$ cat src/rtl/sat_pkg.sv
// Definitions shared by the WalkSAT flip-selection stages: the selector state
// encoding, the LFSR polynomial and the candidate and noise limits.
package sat_pkg;

    typedef enum logic [1:0] {
        IDLE = 2'd0,
        SCAN = 2'd1,
        DONE = 2'd2
    } state_e;

    localparam int          LFSR_WIDTH     = 16;
    // x^16 + x^14 + x^13 + x^11 + 1 -> register bits 15, 13, 12, 10
    localparam logic [15:0] LFSR_TAPS      = 16'hB400;
    localparam int          MAX_CAND_LIMIT = 8;
    localparam logic [7:0]  NOISE_ALWAYS   = 8'hFF;

    function automatic logic [3:0] clamp_count(input logic [3:0] req, input logic [3:0] limit);
        return (req > limit) ? limit : req;
    endfunction

endpackage

$ cat src/rtl/sat_lfsr.sv
// Free-running Fibonacci LFSR. It advances on every clock out of reset and
// feeds the random decisions of the flip-selection stages.
module sat_lfsr
    import sat_pkg::*;
#(
    parameter int               WIDTH = LFSR_WIDTH,
    parameter logic [WIDTH-1:0] SEED  = {{(WIDTH-1){1'b0}}, 1'b1}
) (
    input  logic             clk,
    input  logic             reset,
    output logic [WIDTH-1:0] value_o
);

    localparam logic [WIDTH-1:0] TAPS = LFSR_TAPS[WIDTH-1:0];

    logic feedback;

    assign feedback = ^(value_o & TAPS);

    // NOTE: state registers use non-blocking assignments so that every flop
    // samples the values present before the edge.
    always_ff @(posedge clk or negedge reset) begin
        if (!reset) begin
            value_o <= SEED;
        end else begin
            value_o <= {value_o[WIDTH-2:0], feedback};
        end
    end

endmodule

$ cat src/rtl/break_value_selector.sv
// WalkSAT flip selection. It scans the (variable, break) pairs of the chosen
// clause and returns a zero-break freebie, a noise-driven random pick or the
// greedy minimum.
module break_value_selector
    import sat_pkg::*;
#(
    parameter int                    NUM_CLAUSES_BITS = 5,
    parameter int                    NUM_VARS_BITS    = 8,
    parameter int                    MAX_CANDIDATES   = 3,
    parameter logic [LFSR_WIDTH-1:0] LFSR_SEED        = 16'hACE1
) (
    input  logic                        clk,
    input  logic                        reset,
    input  logic                        start_i,
    input  logic [3:0]                  num_cand_i,
    input  logic [7:0]                  noise_p_i,
    input  logic                        cand_valid_i,
    input  logic [NUM_VARS_BITS-1:0]    cand_var_i,
    input  logic [NUM_CLAUSES_BITS-1:0] cand_break_i,
    output logic                        cand_ready_o,
    output logic                        busy_o,
    output logic                        sel_valid_o,
    output logic [NUM_VARS_BITS-1:0]    sel_var_o,
    output logic [NUM_CLAUSES_BITS-1:0] sel_break_o,
    output logic                        sel_random_o,
    output logic                        sel_none_o
);

    localparam logic [3:0] CAND_CAP = 4'(MAX_CANDIDATES);

    state_e                      state, state_nxt;
    logic [LFSR_WIDTH-1:0]       lfsr;
    logic [3:0]                  clamped, num_cand, num_cand_nxt;
    logic [3:0]                  count, count_nxt, rand_idx, rand_idx_nxt;
    logic                        noise_hit, noise_hit_nxt, accept;
    logic [NUM_VARS_BITS-1:0]    min_var, min_var_nxt, rand_var, rand_var_nxt;
    logic [NUM_CLAUSES_BITS-1:0] min_break, min_break_nxt, rand_break, rand_break_nxt;
    logic                        load_result, none_nxt;
    logic [NUM_VARS_BITS-1:0]    sel_var_nxt;
    logic [NUM_CLAUSES_BITS-1:0] sel_break_nxt;
    logic                        sel_random_nxt;

    sat_lfsr #(
        .WIDTH(LFSR_WIDTH),
        .SEED (LFSR_SEED)
    ) u_lfsr (
        .clk    (clk),
        .reset  (reset),
        .value_o(lfsr)
    );

    assign clamped      = clamp_count(num_cand_i, CAND_CAP);
    assign cand_ready_o = (state == SCAN);
    assign busy_o       = (state != IDLE);
    assign sel_valid_o  = (state == DONE);
    assign accept       = cand_valid_i & cand_ready_o;

    // NOTE: every signal driven here gets a default first, so no path through
    // the case statement can leave one unassigned and infer a latch.
    always_comb begin
        state_nxt      = state;
        num_cand_nxt   = num_cand;
        count_nxt      = count;
        rand_idx_nxt   = rand_idx;
        noise_hit_nxt  = noise_hit;
        min_var_nxt    = min_var;
        min_break_nxt  = min_break;
        rand_var_nxt   = rand_var;
        rand_break_nxt = rand_break;
        load_result    = 1'b0;
        none_nxt       = 1'b0;

        unique case (state)
            IDLE: begin
                if (start_i) begin
                    num_cand_nxt  = clamped;
                    // lfsr < {p, 8'h00} is the same test as lfsr[15:8] < p
                    noise_hit_nxt = (noise_p_i == NOISE_ALWAYS) || (lfsr < {noise_p_i, 8'h00});
                    rand_idx_nxt  = (clamped == 4'd0) ? 4'd0 : (lfsr[3:0] % clamped);
                    count_nxt     = 4'd0;
                    min_var_nxt   = '0;
                    min_break_nxt = '1;
                    if (clamped == 4'd0) begin
                        state_nxt   = DONE;
                        load_result = 1'b1;
                        none_nxt    = 1'b1;
                    end else begin
                        state_nxt = SCAN;
                    end
                end
            end
            SCAN: begin
                if (accept) begin
                    if (cand_break_i < min_break) begin
                        min_var_nxt   = cand_var_i;
                        min_break_nxt = cand_break_i;
                    end
                    if (count == rand_idx) begin
                        rand_var_nxt   = cand_var_i;
                        rand_break_nxt = cand_break_i;
                    end
                    count_nxt = count + 4'd1;
                    if (count_nxt == num_cand) begin
                        state_nxt   = DONE;
                        load_result = 1'b1;
                    end
                end
            end
            DONE:    state_nxt = IDLE;
            default: state_nxt = IDLE;
        endcase
    end

    // The result is built from the post-accept values so the final candidate counts.
    always_comb begin
        sel_var_nxt    = min_var_nxt;
        sel_break_nxt  = min_break_nxt;
        sel_random_nxt = 1'b0;
        if (none_nxt) begin
            sel_var_nxt   = '0;
            sel_break_nxt = '0;
        end else if ((min_break_nxt != '0) && noise_hit_nxt) begin
            sel_var_nxt    = rand_var_nxt;
            sel_break_nxt  = rand_break_nxt;
            sel_random_nxt = 1'b1;
        end
    end

    always_ff @(posedge clk or negedge reset) begin
        if (!reset) begin
            state        <= IDLE;
            num_cand     <= '0;
            count        <= '0;
            rand_idx     <= '0;
            noise_hit    <= 1'b0;
            min_var      <= '0;
            min_break    <= '0;
            rand_var     <= '0;
            rand_break   <= '0;
            sel_var_o    <= '0;
            sel_break_o  <= '0;
            sel_random_o <= 1'b0;
            sel_none_o   <= 1'b0;
        end else begin
            state      <= state_nxt;
            num_cand   <= num_cand_nxt;
            count      <= count_nxt;
            rand_idx   <= rand_idx_nxt;
            noise_hit  <= noise_hit_nxt;
            min_var    <= min_var_nxt;
            min_break  <= min_break_nxt;
            rand_var   <= rand_var_nxt;
            rand_break <= rand_break_nxt;
            if (load_result) begin
                sel_var_o    <= sel_var_nxt;
                sel_break_o  <= sel_break_nxt;
                sel_random_o <= sel_random_nxt;
                sel_none_o   <= none_nxt;
            end
        end
    end

endmodule

$ cat config.mk
export PLATFORM = sky130hd
export DESIGN_NAME = break_value_selector
export DESIGN_NICKNAME = d
export VERILOG_FILES = /design/src/rtl/sat_pkg.sv /design/src/rtl/sat_lfsr.sv /design/src/rtl/break_value_selector.sv
export SDC_FILE = /design/constraint.sdc
export NUM_CORES = 1
export LEC_CHECK = 0
export BUFFER_PORTS_ARGS = -buffer_cell sky130_fd_sc_hd__buf_2
export CAP_MARGIN = 10
export CORE_MARGIN = 2
export CORE_UTILIZATION = 25
export CTS_BUF_LIST = sky130_fd_sc_hd__clkbuf_2 sky130_fd_sc_hd__clkbuf_4 sky130_fd_sc_hd__clkbuf_8
export CTS_CLUSTER_SIZE = 10
export DETAILED_ROUTE_END_ITERATION = 8
export GPL_TIMING_DRIVEN = 0
export PLACE_DENSITY = 0.45
export SYNTH_ARGS = -nofsm -noshare
export SYNTH_HDL_FRONTEND = slang
export SYNTH_SLANG_ARGS = --single-unit
export TNS_END_PERCENT = 20
$ cat constraint.sdc
create_clock -name clk -period 4.1 [get_ports clk]
set_clock_uncertainty 0.1 [all_clocks]
set_input_delay 1.23 -clock clk [delete_from_list [all_inputs] [get_ports clk]]
set_output_delay 1.23 -clock clk [all_outputs]
set_load 0.01 [all_outputs]
==> results.txt, run 1 <==
Setup TNS: 0 ps
First-pass GRT wire length: 14600 microns
Mapped Area: 3700 sq um
Pleak: 0.00221 uW
Drt total wl: 8800 microns
Starting Density: 0.255
Syn_area_per_cell: 10.9 sq um
FFs w/ async S/R, synth: 1.00
Data required, critical path: 4240 ps
Initial antenna violation count: 0
Highest-count cells in the layout ignoring fill and taps: dfrtp_1, buf_2, nand2_1, inv_1, nor2_1
Top achievable clock speed: 248 MHz
CTS Root Cell: clkbuf_8
Flop2flop setup slack: 810 ps
Nets: 462
Post-DP HPWL: 6180 microns
EDFF count, synth: 0
Routed Antenna Nets: 0
N_diodes: 0
Final setup viols: 0
Crit path capture type: flop
Post-Synth Simple-Gate Area: 0.131
DIE AREA: 15800 sq um
Worst Hold Class: reg -> reg
Clock-pin slew on the worst setup and hold paths: 80 ps
CORE AREA: 14500 sq um
CTS buffer count: 9
Die H: 126 microns
Htree depth: 3
Final Hold Viols: 0
Vias in the first global route: 2868
Sequential fraction of the synthesis area: 0.490
Min Tclk post-route: 4020 ps
Avg WL per Cell: 14.6 microns
CTS Buffer Depth: 2
Clk Latency, worst-skew pair: 350 ps
CTS Hold Buffers Added: 0
Startpoint Class: input pin
Post-Synth Adder-Cell Area: 0.0731
Post-Syn Instances: 339
Setup CP Type: in -> reg
Boundary Pins: 47
Remaining DRCs: 0
Share of layout cells above drive strength 1: 0.326
CP dominant cell by count: ha_4
Slew @ Worst Pin: 553 ps
Slew HR: 0.631
Max-slew violations: 0
Final period util: 0.982
Via density: 4.60
Unique cell type count in the Yosys netlist: 58
RSZ-0062 raised after global routing: yes
Largest net degree at the start of global routing: 66
Main combinational cell family by area after synthesis: compound AO/OA/AOI/OAI gates
Die span in x: 126 microns
Syn. warnings: 0
Max rail drop VDD: 201 uV
Yosys reg bits: 72
1st-iter DRT viols: 139
Xor and xnor area share after synthesis: 0.0440
GPL Wtd Cong: 0.751
CTS tree: yes
Area Overhead vs Synth: 28.0%
Vias: 2762
IO buf count: 46
Fill count: 1489
Multi-input logic area: 1910 sq um
Synth Area in Compound Gates: 0.174
Most common cell after layout, fill and taps aside: dfrtp_1
Storage element area: 1810 sq um
Crit-path max FO: 6
Final core utilization: 0.327
Max incr delay on CP: 350 ps
Status: finished, final reports clean
PwrDens: 575 nW/um^2
Clock sinks: 72
# rows: 44
Ys flop type: dfrtp_1
Max cap viols: 0
Slowest stage cell, crit path: a221oi_4
First drt pass iteration count: 4
Crit path DAT: 4160 ps
Gr usage total: 0.117
CP Cell Sequence: buf_2 > nor3_4 > buf_4 > buf_6 > ha_4 > nand4_1 > a221oi_4 > ha_4 > a211o_1 > nand2_2 > inv_2 > ha_4 > nand2_2 > nand2_1 > a21o_1 > a21oi_4 > nor2_1 > a221o_1
Total grt overflow: 0
Multiplexer share of the synthesized area: 0.0450
[per-stage QoR]
step / power, uW / area, sq um / worst slack, ps / std cells / hold WS (ps)
after floorplan: 1730 / 3740 / -161 / 341 / 233
after global placement: 2010 / 4200 / -857 / 571 / 238
after detailed placement: 2030 / 4230 / -846 / 572 / 237
after CTS: 2760 / 4700 / 22.8 / 599 / 248
after global routing: 2940 / 4730 / -48.0 / 601 / 251
final: 2720 / 4730 / 75.6 / 601 / 249
[synthesized netlist by cell type, drive strengths merged, types with 2 or more instances]
library cell / number / area share
buf: 7 / 0.015
a21oi: 11 / 0.017
clkbuf: 2 / 0.0020
a22o: 3 / 0.0071
a21o: 7 / 0.014
a21boi: 2 / 0.0041
nor3: 5 / 0.0081
and3: 4 / 0.0068
a221oi: 9 / 0.023
a31oi: 3 / 0.0068
and2: 3 / 0.0051
dfrtp: 64 / 0.43
a211oi: 4 / 0.0081
dfstp: 8 / 0.057
mux2: 13 / 0.040
nand3: 11 / 0.015
nand4: 5 / 0.0085
nor4b: 2 / 0.0047
xnor2: 12 / 0.028
xor2: 4 / 0.0095
nand2: 42 / 0.045
o21a: 3 / 0.0061
o21ai: 14 / 0.019
nor2: 19 / 0.024
o31ai: 6 / 0.012
ha: 20 / 0.068
nor2b: 3 / 0.0051
inv: 24 / 0.025
a221o: 9 / 0.024
mux2i: 2 / 0.0054
a31o: 2 / 0.0071
[worst max-delay path, delay by kind of cell]
family          cells  cell delay (ps)
simple gates        6              450
buf+inv             4              430
compound gates      5             1300
fa+ha+maj           3              750
[per-layer routing]
layer	track usage	up-vias	wire length [microns]
li1	-	1374	-
met4	0.0497	0	178
met3	0.0234	12	311
met5	0	-	0
met1	0.159	1333	4310
met2	0.183	43	4000
[power breakdown]
part	leakage [uW]	total (uW)	internal (uW)	switching, uW
combinational	0.00119	987	431	556
sequential	0.000892	1030	922	108
clock	0.000124	705	410	294
[timing repair]
| item | 4_1_cts | 5_1_grt |
|---|---|---|
| setup endpoints to repair | 4 | 4 |
| setup buffers | 11 | 2 |
| resized for setup | 25 | 3 |
| pin swaps | 17 | 11 |
[cell type report]
cell class,instances,area share
flip-flops and latches,72,0.383
clock buffers,9,0.0262
well taps,184,0.0486
multi-input cells,236,0.403
repair buffers,60,0.0798
inverters,24,0.0196
clock inverters,7,0.0264
plain buffers,9,0.0132
[registers in the layout (all words and copies together) (netlist names)]
signal / count
min_break: 5
count: 4
sel_random_o: 1
u_lfsr.value_o: 16
num_cand: 4
sel_none_o: 1
rand_var: 8
rand_idx: 4
state: 2
rand_break: 5
min_var: 8
sel_break_o: 5
sel_var_o: 8
noise_hit: 1
[final timing paths]
kind,start,endpoint,depth (start not counted)
max,num_cand_i[2],rand_idx[3],18
min,u_lfsr.value_o[4],u_lfsr.value_o[5],0
max reg2reg,u_lfsr.value_o[3],rand_idx[3],15
min reg2reg,u_lfsr.value_o[4],u_lfsr.value_o[5],0
max in group asynchronous,reset,u_lfsr.value_o[5],2
min in group asynchronous,reset,sel_random_o,1
[cells by family after synthesis]
kind of cell	count (synthesis)
AOI/OAI and AO/OA	81
xor gates and xnor gates	17
adders and majority gates	21
DFF	72
buffers and inverters	33
and+or+nand+nor	99
muxes	15
other	1
Note: power is estimated with default switching activity, not from simulation.
==> run 2: changes to the inputs <==
Settings changed: BUFFER_PORTS_ARGS -buffer_cell sky130_fd_sc_hd__buf_2 to -buffer_cell sky130_fd_sc_hd__clkbuf_2.
==> run 2 against run 1 <==
Effect of this change: the run now ends with setup timing left; combinational power hardly changed; clock-buffer cell count is 1 higher; die area stayed put; critical path type unchanged.
==> results.txt, run 2 (synthesis results as in run 1) <==
Status: finished with violations (was finished, final reports clean)
Failing checks: setup timing
Non-filler cells, final: 599 (was 601)
Slew @ Worst Pin: 565 ps (was 553 ps)
Final setup viols: 2 (was 0)
Clock-pin slew on the worst setup and hold paths: 70 ps (was 80 ps)
Final core utilization: 0.319 (was 0.327)
Slew HR: 0.623 (was 0.631)
Setup CP Type: in -> reg (unchanged)
Routed Antenna Nets: 0 (unchanged)
Largest Register: u_lfsr.value_o (unchanged)
Place WS: -884 ps (was -846 ps)
Via density: 4.64 (was 4.60)
DIE AREA: 15800 sq um (unchanged)
First drt pass iteration count: 4 (unchanged)
Max rail drop VDD: 148 uV (was 201 uV)
IO buf count: 46 (unchanged)
# rows: 44 (unchanged)
CTS buffer count: 9 (unchanged)
Hold path depth: 0 (unchanged)
Boundary Pins: 47 (unchanged)
Area after DPL: 4230 sq um (unchanged)
CTS Hold Buffers Added: 0 (unchanged)
Fill count: 1518 (was 1489)
Die H: 126 microns (unchanged)
Worst Reg-to-Reg Cells: 15 (unchanged)
Clock sinks: 72 (unchanged)
Final period util: 1.01 (was 0.982)
Gr usage total: 0.120 (was 0.117)
Final instance area: 4620 sq um (was 4730 sq um)
Share of layout cells above drive strength 1: 0.320 (was 0.326)
Pleak: 0.00216 uW (was 0.00221 uW)
Max-slew violations: 0 (unchanged)
RSZ-0062 raised after global routing: yes (unchanged)
Initial antenna violation count: 0 (unchanged)
Worst Hold Class: reg -> reg (unchanged)
Storage element area: 1810 sq um (unchanged)
Crit path DAT: 4280 ps (was 4160 ps)
Area Overhead vs Synth: 25.0% (was 28.0%)
GPL Wtd Cong: 0.754 (was 0.751)
Final Hold Viols: 0 (unchanged)
Total grt overflow: 0 (unchanged)
Drt total wl: 8860 microns (was 8800 microns)
CTS tree: yes (unchanged)
1st-iter DRT viols: 143 (was 139)
Highest-count cells in the layout ignoring fill and taps: dfrtp_1, clkbuf_2, nand2_1, inv_1, nor2_1 (was dfrtp_1, buf_2, nand2_1, inv_1, nor2_1)
Max cap viols: 0 (unchanged)
CTS Buffer Depth: 2 (unchanged)
Max reg flops: 16 (unchanged)
Vias: 2780 (was 2762)
Die span in x: 126 microns (unchanged)
Top achievable clock speed: 241 MHz (was 248 MHz)
Final Worst Setup Slack: -53.2 ps (was 75.6 ps)
Placed insts: 572 (unchanged)
Startpoint Class: input pin (unchanged)
First-pass GRT wire length: 15100 microns (was 14600 microns)
Multi-input logic area: 1880 sq um (was 1910 sq um)
PwrDens: 547 nW/um^2 (was 575 nW/um^2)
Setup TNS: -62.6 ps (was 0 ps)
Crit path capture type: flop (unchanged)
Data required, critical path: 4230 ps (was 4240 ps)
Post-DP HPWL: 6270 microns (was 6180 microns)
CTS Root Cell: clkbuf_8 (unchanged)
Nets: 460 (was 462)
N_diodes: 0 (unchanged)
Remaining DRCs: 0 (unchanged)
Crit-path max FO: 6 (unchanged)
CORE AREA: 14500 sq um (unchanged)
Starting Density: 0.255 (unchanged)
Min Tclk post-route: 4150 ps (was 4020 ps)
Htree depth: 3 (unchanged)
Most common cell after layout, fill and taps aside: dfrtp_1 (unchanged)
Vias in the first global route: 2980 (was 2868)
Largest net degree at the start of global routing: 65 (was 66)
Avg WL per Cell: 14.8 microns (was 14.6 microns)
Clk Latency, worst-skew pair: 350 ps (about the same)
run 2: area by class of cell:
class                           instances  share of cell area
Inverter                               24              0.0200
Clock inverter                          6             0.00947
Timing Repair Buffer                   58              0.0793
Sequential cell                        72               0.392
Multi-Input combinational cell        236               0.408
Clock buffer                           10              0.0284
Buffer                                  9              0.0135
Tap cell                              184              0.0498
run 2: through the flow:
| stage | total power (uW) | hold WS (ps) |
|---|---|---|
| 2_1_floorplan | 1730 | 233 |
| 6_report | 2530 | 249 |
| 3_5_place_dp | 2040 | 240 |
| 3_3_place_gp | 2010 | 239 |
| 5_1_grt | 2750 | 257 |
| 4_1_cts | 2560 | 249 |
run 2: worst paths after layout:
kind	startpoint	endpoint	slack, ps
min reg2reg	u_lfsr.value_o[4]	u_lfsr.value_o[5]	250
min	u_lfsr.value_o[4]	u_lfsr.value_o[5]	250
max	num_cand_i[1]	rand_idx[3]	-50
max in group asynchronous	reset	u_lfsr.value_o[5]	2670
min in group asynchronous	reset	sel_random_o	620
max reg2reg	u_lfsr.value_o[3]	rand_idx[3]	720
run 2: critical path, cell delays in order:
cell and delay, ps:
buf_6 90, nor3_4 230, a21boi_2 110, ha_4 310, o21ai_1 70, a22oi_2 200, inv_1 100, ha_4 280
o21ai_1 130, a21boi_4 250, o21ai_2 110, o31ai_4 100, ha_4 260, a21o_1 200, a21oi_4 230, nor2_1 90
a221o_1 290
run 2: power by group:
group          switching, uW  internal, uW
combinational            560           429
clock                    282           228
sequential               109           922
total                    950          1580
run 2: what timing repair did:
action,4_1_cts,5_1_grt
pin swaps,19,16
gates resized for setup,20,8
setup buffers,7,4
setup endpoints to repair,4,4
run 2: per-layer routing:
metal  wire length, microns  GRT usage  part of all wire
met5                      0          0                 0
met4                    181     0.0438             0.020
met3                    298     0.0293             0.034
met2                   4100      0.189              0.46
met1                   4290      0.160              0.48
==> run 3: changes to the inputs <==
Settings changed: MAX_ROUTING_LAYER set to met4.
==> run 3 against run 2 <==
Effect of this change: the run still ends with setup timing left; final area unchanged; combinational power hardly changed; routed wire length is essentially flat; hold slack hardly changed; largest power group unchanged; sequential cell count unchanged; fmax is essentially flat; global-route usage rose by 0.33 points; clock-buffer cell count stayed put; register-to-register slack about the same; utilization did not move; via count increased by 0.58%; first-iteration DRC count fell by 7.0%.
==> results.txt, run 3 (synthesis results as in run 1) <==
CORE AREA: 14500 sq um (unchanged)
N_diodes: 0 (unchanged)
Min Tclk post-route: 4160 ps (was 4150 ps)
Area Overhead vs Synth: 25.0% (unchanged)
Die span in x: 126 microns (unchanged)
CTS buffer count: 9 (unchanged)
Die H: 126 microns (unchanged)
R2r startpoint: u_lfsr.value_o[3] (unchanged)
Post-DP HPWL: 6270 microns (unchanged)
Worst Hold Class: reg -> reg (unchanged)
Sw Share: 0.376 (about the same)
Logic gate share of total power: 0.391 (about the same)
Vias: 2796 (was 2780)
Slew @ Worst Pin: 563 ps (was 565 ps)
Failing checks: setup timing (unchanged)
Flop2flop setup slack: 720 ps (about the same)
GPL Wtd Cong: 0.764 (was 0.754)
Hold EP: u_lfsr.value_o[5] (unchanged)
Max rail drop VDD: 148 uV (about the same)
# rows: 44 (unchanged)
First drt pass iteration count: 4 (unchanged)
Boundary Pins: 47 (unchanged)
Clock power share: 0.201 (was 0.202)
Drt total wl: 8860 microns (about the same)
Top achievable clock speed: 241 MHz (about the same)
Via density: 4.67 (was 4.64)
Final setup viols: 2 (unchanged)
Nets: 460 (unchanged)
Flop pwr share: 0.408 (was 0.407)
Clock sinks: 72 (unchanged)
Sw Pwr: 951 uW (was 950 uW)
Crit-path max FO: 6 (unchanged)
Max reg flops: 16 (unchanged)
Status: finished with violations (unchanged)
Remaining DRCs: 0 (unchanged)
Final period util: 1.01 (about the same)
Startpoint Class: input pin (unchanged)
Hold Crit Start: u_lfsr.value_o[4] (unchanged)
P_int: 1580 uW (about the same)
Worst Reg-to-Reg Cells: 15 (unchanged)
Max-slew violations: 0 (unchanged)
RSZ-0062 raised after global routing: yes (unchanged)
Clk Latency, worst-skew pair: 350 ps (about the same)
Clock-pin slew on the worst setup and hold paths: 70 ps (about the same)
Largest net degree at the start of global routing: 65 (unchanged)
PwrDens: 547 nW/um^2 (about the same)
Max cap viols: 0 (unchanged)
CTS Root Cell: clkbuf_8 (unchanged)
Hold path depth: 0 (unchanged)
Avg WL per Cell: 14.8 microns (about the same)
Final Worst Setup Slack: -56.3 ps (was -53.2 ps)
CTS tree: yes (unchanged)
Initial antenna violation count: 0 (unchanged)
First-pass GRT wire length: 15000 microns (was 15100 microns)
Pleak: 0.00216 uW (unchanged)
Vias in the first global route: 2993 (was 2980)
CTS Buffer Depth: 2 (unchanged)
DIE AREA: 15800 sq um (unchanged)
Crit path capture type: flop (unchanged)
Final Hold Viols: 0 (unchanged)
Setup CP Type: in -> reg (unchanged)
Htree depth: 3 (unchanged)
Total grt overflow: 0 (unchanged)
Routed Antenna Nets: 0 (unchanged)
Final core utilization: 0.319 (unchanged)
Starting Density: 0.255 (unchanged)
IO buf count: 46 (unchanged)
Worst Hold Slack: 249 ps (about the same)
Most common cell after layout, fill and taps aside: dfrtp_1 (unchanged)
1st-iter DRT viols: 133 (was 143)
Highest-count cells in the layout ignoring fill and taps: dfrtp_1, clkbuf_2, nand2_1, inv_1, nor2_1 (unchanged)
Largest Register: u_lfsr.value_o (unchanged)
Share of layout cells above drive strength 1: 0.320 (unchanged)
Gr usage total: 0.123 (was 0.120)
R2r endpoint: rand_idx[3] (unchanged)
Crit path DAT: 4280 ps (about the same)
Slew HR: 0.625 (was 0.623)
Data required, critical path: 4230 ps (about the same)
==> run 3: repair_timing <==
action                                 in CTS  in global routing
pin swaps                                  19                 16
buffers inserted                            7                  4
hold buffers                                0                  0
endpoints found under the hold margin       0                  0
gates cloned                                0                  0
setup endpoints to repair                   4                  4
gates resized for setup                    20                  8
==> run 3: worst max-delay path: stages <==
cell and delay, ps:
buf_6 90, nor3_4 230, a21boi_2 110, ha_4 310, o21ai_1 70, a22oi_2 200, inv_1 100, ha_4 280
o21ai_1 130, a21boi_4 250, o21ai_2 110, o31ai_4 100, ha_4 260, a21o_1 200, a21oi_4 230, nor2_1 90
a221o_1 290
==> run 3: final cells by class <==
type                    instances  area [sq um]
plain buffers                   9          62.6
clock buffers                  10           131
flip-flops and latches         72          1810
inverters                      24          92.6
repair buffers                 58           367
multi-input cells             236          1880
fillers                      1518          9860
clock inverters                 6          43.8
well taps                     184           230
==> run 3: how the worst max path moves through the flow <==
stage                             start           to  slack [ps]  cells after the start
after floorplan           num_cand_i[1]  rand_idx[3]        -160                     18
after global placement    num_cand_i[3]  rand_idx[3]        -850                     14
after detailed placement  num_cand_i[3]  rand_idx[3]        -880                     14
after CTS                 num_cand_i[3]  rand_idx[3]         -60                     16
after global routing      num_cand_i[3]  rand_idx[3]        -220                     17
final                     num_cand_i[1]  rand_idx[3]         -60                     17
==> run 3: power groups by stage <==
stage                     clock [uW]  combinational (uW)  sequential (uW)
after floorplan                    0                 685             1040
after global placement             0                 969             1040
after detailed placement           0                 992             1050
after CTS                        529                1000             1030
after global routing             566                1120             1060
final                            508                 991             1030
==> run 3: metal layers <==
metal | share of wire | routed length [microns] | GRT usage
met5 | 0 | 0 | -
met4 | 0.020 | 181 | 0.0438
met3 | 0.029 | 257 | 0.0280
met2 | 0.47 | 4170 | 0.191
met1 | 0.48 | 4250 | 0.158
==> run 3: per-stage QoR <==
stage                     total power, uW  instance area [sq um]  setup TNS (ps)  setup slack [ps]  instances
after floorplan                      1730                   3740            -432              -161        341
after global placement               2010                   4200           -3210              -853        571
after detailed placement             2040                   4230           -3310              -884        572
after CTS                            2560                   4560           -91.8             -63.6        595
after global routing                 2740                   4620            -684              -218        599
final                                2530                   4620           -69.1             -56.3        599
